File: src/rtl/cpu_step_ctrl_if.sv
// Command bus into the run/step/breakpoint controller.
//   cmd_valid : command strobe (master -> slave)
//   cmd_ready : always 1, commands are consumed the cycle they arrive
//   cmd_op    : 0=RUN, 1=STEP, 2=HALT, 3=SET_BP
//   cmd_idx   : breakpoint index for SET_BP
//   cmd_arg   : SET_BP payload, bit PC_W = enable, [PC_W-1:0] = PC
interface cpu_step_ctrl_if #(
  parameter int PC_W = 11
);
  logic            cmd_valid;
  logic            cmd_ready;
  logic [1:0]      cmd_op;
  logic [2:0]      cmd_idx;
  logic [PC_W:0]   cmd_arg;

  modport master (output cmd_valid, cmd_op, cmd_idx, cmd_arg, input cmd_ready);
  modport slave  (input cmd_valid, cmd_op, cmd_idx, cmd_arg, output cmd_ready);
endinterface

File: src/rtl/cpu_step_ctrl.sv
// Run/step/breakpoint controller for the multi-cycle CPU. Produces the CPU
// clock enable in whole-instruction units of CYCLES_PER_INSTR clocks, with
// free-run, single-step, HALT and PC breakpoints, plus a retired count.
// Optional feature macro: CPU_TRACE_EN (boundary PC trace buffer).
// Ports:
//   clk, rst      : clock, asynchronous active-high reset
//   cmd           : command bus (cpu_step_ctrl_if.slave)
//   pc_in         : CPU PC, sampled at instruction boundaries
//   cpu_en        : CPU clock enable
//   instr_done    : registered pulse one clock after each boundary
//   halted        : controller is HALTED
//   bp_hit        : sticky breakpoint-halt flag, bp_hit_idx = matching index
//   cmd_err       : registered pulse for RUN/STEP while not halted or bad index
//   retired_cnt   : retired instruction count (wraps)
//   trace_rd_idx  : trace read index, 0 = newest
//   trace_pc      : trace read data (0 when CPU_TRACE_EN is not defined)
module cpu_step_ctrl #(
  parameter int CYCLES_PER_INSTR = 7,
  parameter int PC_W             = 11,
  parameter int NUM_BP           = 2,
  parameter bit RUN_ON_RESET     = 1'b1,
  parameter int TRACE_DEPTH      = 8,
  localparam int TW              = (TRACE_DEPTH > 1) ? $clog2(TRACE_DEPTH) : 1
) (
  input  logic              clk,
  input  logic              rst,
  cpu_step_ctrl_if.slave    cmd,
  input  logic [PC_W-1:0]   pc_in,
  output logic              cpu_en,
  output logic              instr_done,
  output logic              halted,
  output logic              bp_hit,
  output logic [2:0]        bp_hit_idx,
  output logic              cmd_err,
  output logic [31:0]       retired_cnt,
  input  logic [TW-1:0]     trace_rd_idx,
  output logic [PC_W-1:0]   trace_pc
);

  localparam int PH_W = (CYCLES_PER_INSTR > 1) ? $clog2(CYCLES_PER_INSTR) : 1;
  localparam logic [PH_W-1:0] PH_LAST = PH_W'(CYCLES_PER_INSTR - 1);

  typedef enum logic [1:0] {
    ST_HALTED,
    ST_RUNNING,
    ST_STEPPING
  } state_t;

  typedef enum logic [1:0] {
    OP_RUN    = 2'd0,
    OP_STEP   = 2'd1,
    OP_HALT   = 2'd2,
    OP_SET_BP = 2'd3
  } op_t;

  localparam state_t ST_RESET = RUN_ON_RESET ? ST_RUNNING : ST_HALTED;

  state_t            state_q, state_d;
  logic [PH_W-1:0]   phase;
  logic              halt_pend;
  logic [NUM_BP-1:0] bp_en;
  logic [PC_W-1:0]   bp_pc [NUM_BP];

  logic              is_run, is_step, is_halt, is_set_bp, bad_idx;
  logic              boundary, stop_run;
  logic              bp_match;
  logic [2:0]        bp_match_idx;

  assign is_run    = cmd.cmd_valid && (cmd.cmd_op == OP_RUN);
  assign is_step   = cmd.cmd_valid && (cmd.cmd_op == OP_STEP);
  assign is_halt   = cmd.cmd_valid && (cmd.cmd_op == OP_HALT);
  assign is_set_bp = cmd.cmd_valid && (cmd.cmd_op == OP_SET_BP);
  assign bad_idx   = is_set_bp && (32'(cmd.cmd_idx) >= NUM_BP);

  assign boundary  = cpu_en && (phase == PH_LAST);
  // A HALT arriving on the boundary cycle itself stops at that boundary.
  assign stop_run  = halt_pend || is_halt || bp_match;

  // Lowest enabled breakpoint matching the current PC.
  always_comb begin
    bp_match     = 1'b0;
    bp_match_idx = '0;
    for (int unsigned k = 0; k < NUM_BP; k++) begin
      if (!bp_match && bp_en[k] && (bp_pc[k] == pc_in)) begin
        bp_match     = 1'b1;
        bp_match_idx = 3'(k);
      end
    end
  end

  // State register
  always_ff @(posedge clk or posedge rst) begin
    if (rst) state_q <= ST_RESET;
    else     state_q <= state_d;
  end

  // Next state
  always_comb begin
    state_d = state_q;
    unique case (state_q)
      ST_HALTED: begin
        if (is_run)       state_d = ST_RUNNING;
        else if (is_step) state_d = ST_STEPPING;
      end
      ST_RUNNING: begin
        if (boundary && stop_run) state_d = ST_HALTED;
      end
      ST_STEPPING: begin
        if (boundary) state_d = ST_HALTED;
      end
      default: state_d = ST_HALTED;
    endcase
  end

  // State-decoded outputs
  always_comb begin
    cpu_en        = (state_q != ST_HALTED);
    halted        = (state_q == ST_HALTED);
    cmd.cmd_ready = 1'b1;
  end

  // Phase, counters, flags and breakpoint registers
  always_ff @(posedge clk or posedge rst) begin
    if (rst) begin
      phase       <= '0;
      retired_cnt <= '0;
      instr_done  <= 1'b0;
      cmd_err     <= 1'b0;
      halt_pend   <= 1'b0;
      bp_hit      <= 1'b0;
      bp_hit_idx  <= '0;
      bp_en       <= '0;
      for (int unsigned k = 0; k < NUM_BP; k++) bp_pc[k] <= '0;
    end else begin
      instr_done <= boundary;
      cmd_err    <= ((is_run || is_step) && (state_q != ST_HALTED)) || bad_idx;

      if (cpu_en) phase <= boundary ? '0 : phase + 1'b1;
      if (boundary) retired_cnt <= retired_cnt + 32'd1;

      // HALT is only remembered while free-running; in STEPPING it is absorbed.
      if (state_q == ST_RUNNING) begin
        if (boundary && stop_run) halt_pend <= 1'b0;
        else if (is_halt)         halt_pend <= 1'b1;
      end

      if ((state_q == ST_HALTED) && (is_run || is_step)) begin
        bp_hit <= 1'b0;
      end else if ((state_q == ST_RUNNING) && boundary && bp_match) begin
        bp_hit     <= 1'b1;
        bp_hit_idx <= bp_match_idx;
      end

      if (is_set_bp) begin
        for (int unsigned k = 0; k < NUM_BP; k++) begin
          if (cmd.cmd_idx == 3'(k)) begin
            bp_en[k] <= cmd.cmd_arg[PC_W];
            bp_pc[k] <= cmd.cmd_arg[PC_W-1:0];
          end
        end
      end
    end
  end

`ifdef CPU_TRACE_EN
  logic [PC_W-1:0] trace_mem [TRACE_DEPTH];
  logic [TW-1:0]   trace_wptr;
  logic [TW-1:0]   trace_ridx;

  always_ff @(posedge clk or posedge rst) begin
    if (rst) begin
      trace_wptr <= '0;
      for (int unsigned k = 0; k < TRACE_DEPTH; k++) trace_mem[k] <= '0;
    end else if (boundary) begin
      trace_mem[trace_wptr] <= pc_in;
      trace_wptr            <= trace_wptr + 1'b1;
    end
  end

  // Power-of-two depth: TW-bit arithmetic gives the modulo for free.
  assign trace_ridx = trace_wptr - TW'(1) - trace_rd_idx;
  assign trace_pc   = trace_mem[trace_ridx];
`else
  logic trace_unused;
  assign trace_unused = ^trace_rd_idx;
  assign trace_pc     = '0;
`endif

endmodule
File: src/flat_wrapper.sv
// flat-port wrapper written by rule: the top's interface ports become plain ports
module cpu_step_ctrl_flat 
#(
  parameter int CYCLES_PER_INSTR = 7,
  parameter int PC_W             = 11,
  parameter int NUM_BP           = 2,
  parameter bit RUN_ON_RESET     = 1'b1,
  parameter int TRACE_DEPTH      = 8,
  localparam int TW              = (TRACE_DEPTH > 1) ? $clog2(TRACE_DEPTH) : 1
)
  (clk, rst, pc_in, cpu_en, instr_done, halted, bp_hit, bp_hit_idx, cmd_err, retired_cnt, trace_rd_idx, trace_pc, cmd_cmd_valid, cmd_cmd_op, cmd_cmd_idx, cmd_cmd_arg, cmd_cmd_ready);
  cpu_step_ctrl_if #(.PC_W(PC_W)) cmd_i ();
  input  logic clk;
  input  logic rst;
  input  logic [PC_W-1:0] pc_in;
  output logic cpu_en;
  output logic instr_done;
  output logic halted;
  output logic bp_hit;
  output logic [2:0] bp_hit_idx;
  output logic cmd_err;
  output logic [31:0] retired_cnt;
  input  logic [TW-1:0] trace_rd_idx;
  output logic [PC_W-1:0] trace_pc;
  input wire logic [$bits(cmd_i.cmd_valid)-1:0] cmd_cmd_valid;
  input wire logic [$bits(cmd_i.cmd_op)-1:0] cmd_cmd_op;
  input wire logic [$bits(cmd_i.cmd_idx)-1:0] cmd_cmd_idx;
  input wire logic [$bits(cmd_i.cmd_arg)-1:0] cmd_cmd_arg;
  output wire logic [$bits(cmd_i.cmd_ready)-1:0] cmd_cmd_ready;
  assign cmd_i.cmd_valid = cmd_cmd_valid;
  assign cmd_i.cmd_op = cmd_cmd_op;
  assign cmd_i.cmd_idx = cmd_cmd_idx;
  assign cmd_i.cmd_arg = cmd_cmd_arg;
  assign cmd_cmd_ready = cmd_i.cmd_ready;
  cpu_step_ctrl #(.CYCLES_PER_INSTR(CYCLES_PER_INSTR), .PC_W(PC_W), .NUM_BP(NUM_BP), .RUN_ON_RESET(RUN_ON_RESET), .TRACE_DEPTH(TRACE_DEPTH)) u_core (.clk(clk), .rst(rst), .cmd(cmd_i), .pc_in(pc_in), .cpu_en(cpu_en), .instr_done(instr_done), .halted(halted), .bp_hit(bp_hit), .bp_hit_idx(bp_hit_idx), .cmd_err(cmd_err), .retired_cnt(retired_cnt), .trace_rd_idx(trace_rd_idx), .trace_pc(trace_pc));
endmodule
File: config.mk
export PLATFORM = sky130hd
export DESIGN_NAME = cpu_step_ctrl_flat
export DESIGN_NICKNAME = d
export VERILOG_FILES = /design/src/rtl/cpu_step_ctrl_if.sv /design/src/rtl/cpu_step_ctrl.sv /design/src/flat_wrapper.sv
export SDC_FILE = /design/constraint.sdc
export NUM_CORES = 1
export LEC_CHECK = 0
export BUFFER_PORTS_ARGS = -buffer_cell sky130_fd_sc_hd__buf_2
export CELL_PAD_IN_SITES_DETAIL_PLACEMENT = 0
export CELL_PAD_IN_SITES_GLOBAL_PLACEMENT = 2
export CORE_MARGIN = 3
export CORE_UTILIZATION = 29
export DETAILED_ROUTE_END_ITERATION = 16
export GPL_TIMING_DRIVEN = 0
export PLACE_DENSITY_LB_ADDON = 0.05
export SYNTH_ARGS = -nofsm -noshare
export SYNTH_HDL_FRONTEND = slang
export SYNTH_SLANG_ARGS = --single-unit
File: constraint.sdc
create_clock -name clk -period 2.8 [get_ports clk]
set_clock_uncertainty 0.2 [all_clocks]
set_input_delay 0.14 -clock clk [delete_from_list [all_inputs] [get_ports clk]]
set_output_delay 0.14 -clock clk [all_outputs]
set_load 0.02 [all_outputs]
### Word-level counts from Yosys, hierarchy flattened

Cells that the tools add are included.

* word-level logic and storage cells: 71
* bits of input ports: 34
* output and inout port bits: 52
* bits in registers: 68

* bitwise gates (word level): 1
* add/sub/neg operators: 2
* equal/unequal tests: 12
* muxes and demuxes: 13
* magnitude comparators: 1
* reductions and logical operators: 30

Operators by type and width (number)
* 32-bit by 1-bit adder with 32-bit output, second input constant: 1
* 11-bit == test: 2
* 1-bit logical AND: 14
* 2-bit two-way mux: 4
* 2-bit AND reduction: 4
* 1-bit two-way mux: 7
* 2-bit == test, second input constant: 3
* 2-bit case mux with 3 select lines: 1
* 2-bit nonzero test: 3
* 2-bit by 1-bit == test with 1-bit output, second input constant: 2
* 2-bit logical NOT: 2
* 1-bit logical OR: 4
* 2-bit by 1-bit inequality test with 1-bit output, second input constant: 2
* 3-bit by 1-bit adder with 3-bit output, second input constant: 1
* 3-bit by 1-bit == test with 1-bit output, second input constant: 1
* 3-bit == test, second input constant: 1
* 3-bit by 2-bit >= comparator with 1-bit output, second input constant: 1
* 3-bit logical NOT: 1
* 3-bit two-way mux: 1
* 3-bit by 1-bit inequality test with 1-bit output, second input constant: 1
* 3-bit AND reduction: 1
* 1-bit logical NOT: 1
* 1-bit NOT: 1

### Depth between registers and ports, before layout

* depth after elaboration: 11
* gate-level depth with buffers: 7
* gate-level depth less buffers: 7

### Worst setup path before layout

No wires, ideal clock.

* path kind: reg2reg
* start point: reg u_core.phase[0]
* end point: reg u_core.retired_cnt[27]
* path slack: 0.534 ns
* library setup time: 0.131 ns
* buffers on the path: 0
* cell stages (with the launch flop): 8
* required time: 2.469 ns
* arrival time: 1.934 ns
* clock period less this slack: 2.266 ns
* cell sequence: dfrtp_1 inv_1 ha_1 o211ai_2 or4_4 or3_4 nand2b_1 xnor2_1

* word-level cells in the longest chain between the ends: 2

RTL lines
* start, declared: line cpu_step_ctrl.sv:59 `logic [PH_W-1:0] phase;`
* start signal, assigned: line cpu_step_ctrl.sv:138 `if (cpu_en) phase <= boundary ? '0 : phase + 1'b1;`
* 3-bit == test: line cpu_step_ctrl.sv:75 `assign boundary = cpu_en && (phase == PH_LAST);`
* 1-bit logical AND: line cpu_step_ctrl.sv:75
* end signal, assigned: line cpu_step_ctrl.sv:139 `if (boundary) retired_cnt <= retired_cnt + 32'd1;`
* end, declared: line cpu_step_ctrl.sv:35 `output logic [31:0] retired_cnt,`

Every way passes these cells.
A chain may end at the register's enable or synchronous reset.

### Worst setup path in the final report

* start point: reg u_core.phase[0]
* end point: reg u_core.retired_cnt[28]

The elaborated chain is that of the path after synthesis.

==> metrics <==
cell area after synthesis=3140 sq um; Final Max Tran Viols=0; core footprint=10400 sq um; clock root cell=clkbuf_8; #FFs+latches synth=66; H-tree Lvls=3; Crit path arrival time=2.52 ns; chip height=110 microns; Max VDD drop=0.360 mV; final instance area=4080 sq um; first-pass GRT wire length=11200 microns; synth warn=0; PostCTS Resize Cnt=0; RSZ-0062 raised after global routing=no; Clock Power Share=33.7%; Combinational Power Share=20.2%; # clock sinks=66; fraction of layout cells with a size suffix above 1=33.7%; ys async rst share=100%; gr ovfl total=0; ant diodes=0; area fraction of the dominant cell type after synthesis=51.8%; Max stage delay on crit path=0.64 ns; sequential element share of the synthesized area=52.7%; P_leak=1.96 nW; Initial DRT Pass Iterations=4; max_cap viols=0; final WL=6940 microns; Max Freq=0.402 GHz; I/O pin total=86; post-layout util=39.1%; clock buffer depth=2; Synth Area per Inst=11.3 sq um; top post-synthesis cells by count=65 x dfrtp_1, 45 x xnor2_1, 24 x mux2_2; Mapped Cells=277; most common cell in the netlist=dfrtp_1; status=finished clean; maximum fanout along the worst path=4; vias per inst=4.26; EDFF count, synth=0; endpoints failing hold=0; period utilization=88.9%; initial antenna violation count=0; Post-DP Area=3700 sq um; largest net degree at the start of global routing=67; DR WL/cell=13.2 microns; P_sw=0.000759 W; Layout area overhead=29.8%; CP startpoint kind=flop; Slew HR=44.1%; PwrDens=640 nW/um^2; die area=12100 sq um; Distinct cells, synth=35; CTS tree=done; DP Cell Count=493; Tot GR Track Use=12.3%; worst-path cell chain=inv_1 > ha_1 > o211ai_2 > or4_1 > nor3_1 > nand3_1 > xnor2_1; main flop type after synthesis=dfrtp_1; post-CTS setup buffer count=0; 1st-iter DRT viols=63; CP required=2.83 ns; final setup fails=0; GP Congestion=0.708; Clock Pin Slew Worst Setup and Hold Paths=0.08 ns; Num CTS Buffers=9; dpl hpwl=4980 microns; Tot Pwr=0.00261 W; Via Count=2238; worst slack at placement=0.258 ns; Layout Nets=421; setup ws final=0.310 ns; number of global-route vias before repair=2206; Yosys top cell by area=dfrtp_1; Crit-path slowest cell=or4_1; minimum clock period=2.49 ns; Initial Util=30.1%; Hold Crit Class=in -> reg; CP Class=reg -> reg; endpoint class of the critical path=flop; worst-margin pin slew=0.839 ns; Post-Layout Cell Count=525; top cells by area, synth=dfrtp_1 52%, xnor2_1 13%, mux2_2 8.6%, buf_4 3.3%, nand4_1 3.2%; internal power=0.00185 W; switching share of power=29.1%; Clk Latency, worst-skew pair=0.33 ns; Rows=37; Post-DRT Antenna Nets=0; port bufs=68; sequential power share=46.1%; Die W=110 microns; drc violations=0
==> cell usage in the layout, fill, tap and decap left out, types with 8 or more instances in the layout <==
cell,netlist,routed
buf_2,0,68
buf_4,14,14
clkbuf_8,0,9
conb_1,2,14
dfrtp_1,65,65
dlygate4sd3_1,0,16
inv_1,11,10
mux2_2,24,24
nand2_1,14,14
nand3_1,12,12
nand4_1,16,16
nor2_1,19,19
xnor2_1,45,45
xor2_1,8,8
==> routing by layer <==
layer	up-vias	GRT usage [%]	wire, microns
li1	1132	-	-
met1	1050	16.0	3230
met2	50	19.1	3270
met3	6	3.73	365
met4	0	4.72	73
met5	-	0	0
==> per-stage QoR <==
step	setup TNS, ns	hold WS, ns
after global routing	0	0.0694
after CTS	0	0.0440
final	0	0.0496
after global placement	-18.04	0.192
after detailed placement	0	0.182
after floorplan	0	0.0686
==> power groups by stage <==
| stage | logic [W] | clock network [W] | registers [W] |
|---|---|---|---|
| 6_report | 0.000528 | 0.000878 | 0.00120 |
| 5_1_grt | 0.000593 | 0.000961 | 0.00122 |
| 4_1_cts | 0.000541 | 0.000918 | 0.00120 |
| 3_5_place_dp | 0.000522 | 0 | 0.00122 |
| 3_3_place_gp | 0.000520 | 0 | 0.00122 |
| 2_1_floorplan | 0.000347 | 0 | 0.00124 |
==> cell type report <==
| cell class | count | area [sq um] |
|---|---|---|
| well taps | 136 | 170 |
| clock inverters | 7 | 93.8 |
| multi-input cells | 194 | 1370 |
| clock buffers | 9 | 124 |
| fillers | 1070 | 6340 |
| plain buffers | 18 | 120 |
| inverters | 11 | 43.8 |
| flip-flops and latches | 66 | 1650 |
| repair buffers | 84 | 500 |
==> worst paths after layout <==
kind | endpoint | slack, ns | cells after the start | from
worst max-delay path | u_core.retired_cnt[28] | 0.31 | 7 | u_core.phase[0]
worst min register to register | u_core.retired_cnt[31] | 0.26 | 1 | u_core.retired_cnt[31]
max in group asynchronous | u_core.bp_pc[12] | 1.53 | 3 | rst
worst max register to register | u_core.retired_cnt[28] | 0.31 | 7 | u_core.phase[0]
min in group asynchronous | u_core.retired_cnt[31] | 0.32 | 3 | rst
worst min-delay path | u_core.bp_pc[20] | 0.05 | 4 | cmd_cmd_idx[0]
==> timing repair <==
item | 4_1_cts | 5_1_grt
hold endpoints to repair | 91 | 0
endpoints found under the setup margin | 0 | 0
hold buffers | 16 | 0
==> logic make-up (layout without fill, tap and decap cells) <==
kind of cell / after synthesis / after routing / share of synthesized area [%]
AND/OR/NAND/NOR: 86 / 86 / 14.5
flip-flops: 66 / 66 / 52.7
XOR/XNOR: 53 / 53 / 14.8
buffers and inverters: 29 / 129 / 5.14
multiplexers: 24 / 24 / 8.61
AO/OA/AOI/OAI: 14 / 14 / 2.83
adder cells (fa/ha/maj): 3 / 3 / 1.20
other: 2 / 14 / 0.239
==> critical path: cells and delay by family (launching register included) <==
kind	cells	cell delay (ns)
buf+inv	1	0.09
simple gates	3	1.23
fa+ha+maj	1	0.19
compound gates	1	0.14
xor+xnor	1	0.14
flops	1	0.38
==> registers in the layout, summed over array words and instances (netlist names) <==
signal              count
u_core.retired_cnt     32
u_core.halt_pend        1
u_core.cmd_err          1
u_core.instr_done       1
u_core.bp_hit           1
u_core.phase            3
u_core.state_q          2
u_core.bp_en            2
u_core.bp_hit_idx       1
u_core.bp_pc           22
Power figures use the tool's default switching activity.
